**src/rtl/reorder_buffer.sv**
```systemverilog
// reorder_buffer: in-order retirement queue behind the register-rename stage.
// Instructions are dispatched at the tail, marked done by ROB tag when they
// complete, and retired from the head in program order, one per cycle. Each
// retirement returns the displaced physical register to the rename free list.
// Optional build macro ROB_ERR_CHECK_EN adds a sticky rob_err output that flags
// protocol misuse: completion to an invalid or already-done entry, or
// dispatch_valid while the ROB is full.
module reorder_buffer #(
  parameter int DEPTH  = 16,
  parameter int TAG_W  = 4,
  parameter int PREG_W = 6
) (
  input  logic              clk,
  input  logic              reset,
  input  logic              dispatch_valid,
  output logic              dispatch_ready,
  input  logic              dispatch_has_rd,
  input  logic [4:0]        dispatch_arch_rd,
  input  logic [PREG_W-1:0] dispatch_phys_rd,
  input  logic [PREG_W-1:0] dispatch_old_phys_rd,
  output logic [TAG_W-1:0]  dispatch_tag,
  input  logic              complete_valid,
  input  logic [TAG_W-1:0]  complete_tag,
  output logic              retire_insn,
  output logic              retire_valid,
  output logic [PREG_W-1:0] retire_phys_reg,
  output logic [4:0]        retire_arch_rd,
  output logic [TAG_W:0]    rob_count,
  output logic              rob_empty
`ifdef ROB_ERR_CHECK_EN
  ,
  output logic              rob_err
`endif
);

  // Pointers carry an extra wrap bit so full and empty are distinguishable.
  logic [TAG_W:0]    head_q, head_d;
  logic [TAG_W:0]    tail_q, tail_d;
  logic [DEPTH-1:0]  valid_q, valid_d;
  logic [DEPTH-1:0]  done_q, done_d;

  // Payload storage; contents are only meaningful while the entry is valid.
  logic              has_rd_q   [DEPTH];
  logic [4:0]        arch_rd_q  [DEPTH];
  logic [PREG_W-1:0] phys_rd_q  [DEPTH];
  logic [PREG_W-1:0] old_phys_q [DEPTH];

  logic              retire_insn_q, retire_valid_q;
  logic [PREG_W-1:0] retire_phys_q;
  logic [4:0]        retire_arch_q;

  logic [TAG_W-1:0]  head_idx, tail_idx;
  logic              full, do_disp, do_ret;

  assign head_idx = head_q[TAG_W-1:0];
  assign tail_idx = tail_q[TAG_W-1:0];
  assign full     = (head_idx == tail_idx) && (head_q[TAG_W] != tail_q[TAG_W]);

  // A retire in the same cycle never opens a slot: ready looks only at state.
  assign dispatch_ready = !full;
  assign dispatch_tag   = tail_idx;
  assign do_disp        = dispatch_valid && !full;
  assign do_ret         = valid_q[head_idx] && done_q[head_idx];

  // Modulo-2*DEPTH difference yields 0..DEPTH directly.
  assign rob_count = tail_q - head_q;
  assign rob_empty = (head_q == tail_q);

  assign retire_insn     = retire_insn_q;
  assign retire_valid    = retire_valid_q;
  assign retire_phys_reg = retire_phys_q;
  assign retire_arch_rd  = retire_arch_q;

  // The new mapping is kept per entry for a future recovery path; nothing in
  // this block consumes it yet.
  logic unused_phys;
  assign unused_phys = ^phys_rd_q[head_idx];

  // Next-state for pointers and per-entry valid/done flags.
  always_comb begin
    head_d  = head_q;
    tail_d  = tail_q;
    valid_d = valid_q;
    done_d  = done_q;
    if (complete_valid && valid_q[complete_tag]) begin
      done_d[complete_tag] = 1'b1;
    end
    if (do_ret) begin
      valid_d[head_idx] = 1'b0;
      done_d[head_idx]  = 1'b0;
      head_d            = head_q + 1'b1;
    end
    if (do_disp) begin
      valid_d[tail_idx] = 1'b1;
      done_d[tail_idx]  = 1'b0;
      tail_d            = tail_q + 1'b1;
    end
  end

  // Control state: pointers and entry flags, cleared by reset.
  always_ff @(posedge clk or posedge reset) begin
    if (reset) begin
      head_q  <= '0;
      tail_q  <= '0;
      valid_q <= '0;
      done_q  <= '0;
    end else begin
      head_q  <= head_d;
      tail_q  <= tail_d;
      valid_q <= valid_d;
      done_q  <= done_d;
    end
  end

  // Payload capture at the tail on an accepted dispatch.
  always_ff @(posedge clk) begin
    if (do_disp) begin
      has_rd_q[tail_idx]   <= dispatch_has_rd;
      arch_rd_q[tail_idx]  <= dispatch_arch_rd;
      phys_rd_q[tail_idx]  <= dispatch_phys_rd;
      old_phys_q[tail_idx] <= dispatch_old_phys_rd;
    end
  end

  // Registered retire pulses; the payload outputs hold between retirements.
  always_ff @(posedge clk or posedge reset) begin
    if (reset) begin
      retire_insn_q  <= 1'b0;
      retire_valid_q <= 1'b0;
      retire_phys_q  <= '0;
      retire_arch_q  <= '0;
    end else begin
      retire_insn_q  <= do_ret;
      retire_valid_q <= do_ret && has_rd_q[head_idx];
      if (do_ret) begin
        retire_phys_q <= old_phys_q[head_idx];
        retire_arch_q <= arch_rd_q[head_idx];
      end
    end
  end

`ifdef ROB_ERR_CHECK_EN
  logic rob_err_q;
  assign rob_err = rob_err_q;

  // Sticky misuse flag, cleared only by reset.
  always_ff @(posedge clk or posedge reset) begin
    if (reset) begin
      rob_err_q <= 1'b0;
    end else if ((complete_valid && (!valid_q[complete_tag] || done_q[complete_tag])) ||
                 (dispatch_valid && full)) begin
      rob_err_q <= 1'b1;
    end
  end
`endif

endmodule
```
**config.mk**
```make
export PLATFORM = sky130hd
export DESIGN_NAME = reorder_buffer
export DESIGN_NICKNAME = d
export VERILOG_FILES = /design/src/rtl/reorder_buffer.sv
export SDC_FILE = /design/constraint.sdc
export NUM_CORES = 1
export LEC_CHECK = 0
export CORE_ASPECT_RATIO = 0.5
export CORE_MARGIN = 3
export CORE_UTILIZATION = 40
export CTS_BUF_LIST = sky130_fd_sc_hd__clkbuf_8
export DETAILED_ROUTE_END_ITERATION = 8
export PLACE_DENSITY = 0.63
export SYNTH_ARGS = -nofsm -noshare
export SYNTH_HDL_FRONTEND = slang
export SYNTH_SLANG_ARGS = --single-unit
```
**constraint.sdc**
```tcl
create_clock -name clk -period 10.3 [get_ports clk]
set_input_delay 1.545 -clock clk [delete_from_list [all_inputs] [get_ports clk]]
set_output_delay 1.545 -clock clk [all_outputs]
set_load 0.05 [all_outputs]
```
==> out/results.ini <==
[pwr]
p_sw_w = 0.001461
p_seq_share_pct = 38.1
p_comb_share_pct = 41.9
p_sw_share_pct = 39.91
p_clk_share_pct = 20.0
power_w = 0.003660
worst_ir_drop_vdd_uv = 212.5
p_leak_nw = 4.202
powerDensity_nw_per_um2 = 305.1
internal_power_w = 0.002199

[setup_path]
cp.arrival_ns = 3.90
endpoint_kind = output pin
start_kind = register
cp_max_fo = 38
crit_path_frequent_cell = inv_1
path_class = reg2out
cpMaxStageDelayCell = nor2_1
crit_chain = inv_1 -> ha_1 -> nand4_1 -> nor2_1 -> inv_1 -> clkdlybuf4s50_1
required_ns = 8.76
crit_buf_inv = 3
critPathMaxStageDelay_ns = 0.80
critPathTopFamily = buffers and inverters

[synthesis]
synth_fp_nets = 715
synth-seq-area-share_pct = 68.26
synth_top_cell_area_share_pct = 55.11
synthCells = 676
ys.flop_type = edfxtp_1
synth_area_um2 = 10460
synth_area_leaders = edfxtp_1 (55%), dfrtp_1 (13%), mux2i_1 (6.3%)
synth_cell_types = 49
synth_seq_cells = 247
synth-edff-count = 192
async_flop_share_pct = 22.27
yosys_warnings = 0
syn_area_per_cell_um2 = 15.48
yosys.area.top_type = edfxtp_1

[global_routing]
grt_usage_pct = 17.46
grt_max_degree = 56
grt_antenna_before_repair = 0
grt_pass1_wl_um = 37800
grt_pass1_vias = 6234
overflow = 0

[floorplanning]
die_y_um = 120.4
num_rows = 41
die-area_um2 = 28250
io_pins = 50
initial_utilization_pct = 41.12
die_x_um = 234.7
coreArea_um2 = 25440

[route]
drt_iter0_drc = 610
drt.antenna.violating_nets = 0
wl_per_cell_um = 22.41
routed_wl_um = 24860
viasPerCell = 5.638
vias = 6252
drc = 0
dr.pass1.iters = 7

[timing]
worst_pin_slew_ns = 1.025
period_share_pct = 52.86
setup_viol = 0
setup_tns_ns = 0
hold_viol = 0
max_freq_mhz = 183.7
rsz0062_at_grt = no
min_period_ns = 5.444
final_max_slew_viol_count = 0
finClkSkew_ns = 0.01638
slew_headroom_pct = 31.42

[status]
outcome = completed

[finish]
multi_input_area_um2 = 3075
num-fill-cells = 2210
layout-area-overhead-vs-synth_pct = 14.67
antennaDiodeCount = 0
seq_area_um2 = 7147
finalNetCount = 776
largest_register_ffs = 96
drive_gt1_share_pct = 16.47
largestRegisters = old_phys_q x96, arch_rd_q x80
regMostFlops = old_phys_q

[clock_tree]
cts_resized = 0
htreeDepth = 2
path_clk_slew_ns = 0.06
worstSkewPairLatency_ns = 0.51
cts.sink_count = 247
cts_buffers = 38
tritoncts = built
cts_setup_buffers = 0
cts_buffer_depth = 3
cts_hold_buf = 0
cts_root_buf = clkbuf_8

[placement]
gp_congestion = 0.8349
portBuffers = 43
dp_hpwl_um = 14740

[worst_hold_path]
hold_class = reg2reg

[flow_run]
maxCapViolations = 0

## layout by cell type (no fill, tap or decap), drive strengths merged, types with 12 or more instances in the layout
cell type,count
a221o,12
buf,23
edfxtp,192
a21oi,17
clkdlybuf4s50,43
ha,12
o22ai,33
clkinv,19
clkbuf,39
a31oi,12
mux2,25
inv,29
nor3,18
dfrtp,55
nor2,21
mux2i,67
a211oi,18
## path summary, 6_finish.rpt
check / to / startpoint / slack, ns / cells past startpoint
worst max-delay path: dispatch_ready / head_q[1]$_DFFE_PP0N_ / 4.86 / 6
worst min-delay path: tail_q[4]$_DFFE_PP0P_ / tail_q[4]$_DFFE_PP0P_ / 0.50 / 1
worst max register to register: head_q[1]$_DFFE_PP0N_ / head_q[1]$_DFFE_PP0N_ / 6.64 / 6
worst min register to register: tail_q[4]$_DFFE_PP0P_ / tail_q[4]$_DFFE_PP0P_ / 0.50 / 1
max in group asynchronous: head_q[1]$_DFFE_PP0N_ / reset / 8.19 / 3
min in group asynchronous: retire_valid$_DFF_PP0_ / reset / 1.57 / 3
## power by group through the flow
stage	registers [W]	logic [W]	clock network [W]
after global placement	0.00141	0.00151	0
after global routing	0.00142	0.00164	0.000791
after floorplan	0.00143	0.00108	0
after detailed placement	0.00141	0.00153	0
final	0.00140	0.00153	0.000730
after CTS	0.00139	0.00154	0.000748
## cells in the mapped netlist, drive strengths merged (12+ instances only)
library cell,instances
buf,27
mux2i,67
dfrtp,55
clkbuf,18
a21oi,17
a221o,12
edfxtp,192
a31oi,12
inv,21
ha,12
o22ai,33
nor3,18
a211oi,18
nor2,21
mux2,25
## layer usage
layer  GRT usage, %  up-vias  share of wire [%]
met1          24.46     3225                 45
met3          3.396       43                6.1
met5              0        -                  0
met2          27.90      188                 46
li1               -     2796                  -
met4          5.229        0                2.2
## cell families (layout without fill, tap and decap cells)
logic type	after synthesis	after routing	share of synthesized area, %
compound gates	132	132	9.591
buf+inv	66	155	2.918
xor+xnor	11	11	0.9209
flops	247	247	68.26
mux	102	102	11.37
fa+ha+maj	13	13	1.626
simple gates	105	105	5.310
## cell type report
| class | count | share of cell area [%] |
|---|---|---|
| multi-input combinational | 363 | 25.63 |
| clock buffer | 39 | 4.474 |
| inverter | 21 | 0.6570 |
| clock inverter | 29 | 1.053 |
| sequential | 247 | 59.57 |
| tap | 344 | 3.587 |
| timing repair buffer | 66 | 5.027 |
## per-stage QoR
stage          setup WS (ns)  cell area, µm²  util (%)  hold slack [ns]  cells
6_report               4.856           12000     47.15           0.5007   1109
5_1_grt                4.604           12000     47.15           0.4945   1109
4_1_cts                4.817           12000     47.15           0.4923   1109
3_5_place_dp           5.358           11330     44.55           0.4790   1041
3_3_place_gp           5.447           11330     44.55           0.4749   1041
2_1_floorplan          6.406           10460         -           0.4589    676
Note: power is estimated with default switching activity, not from simulation.
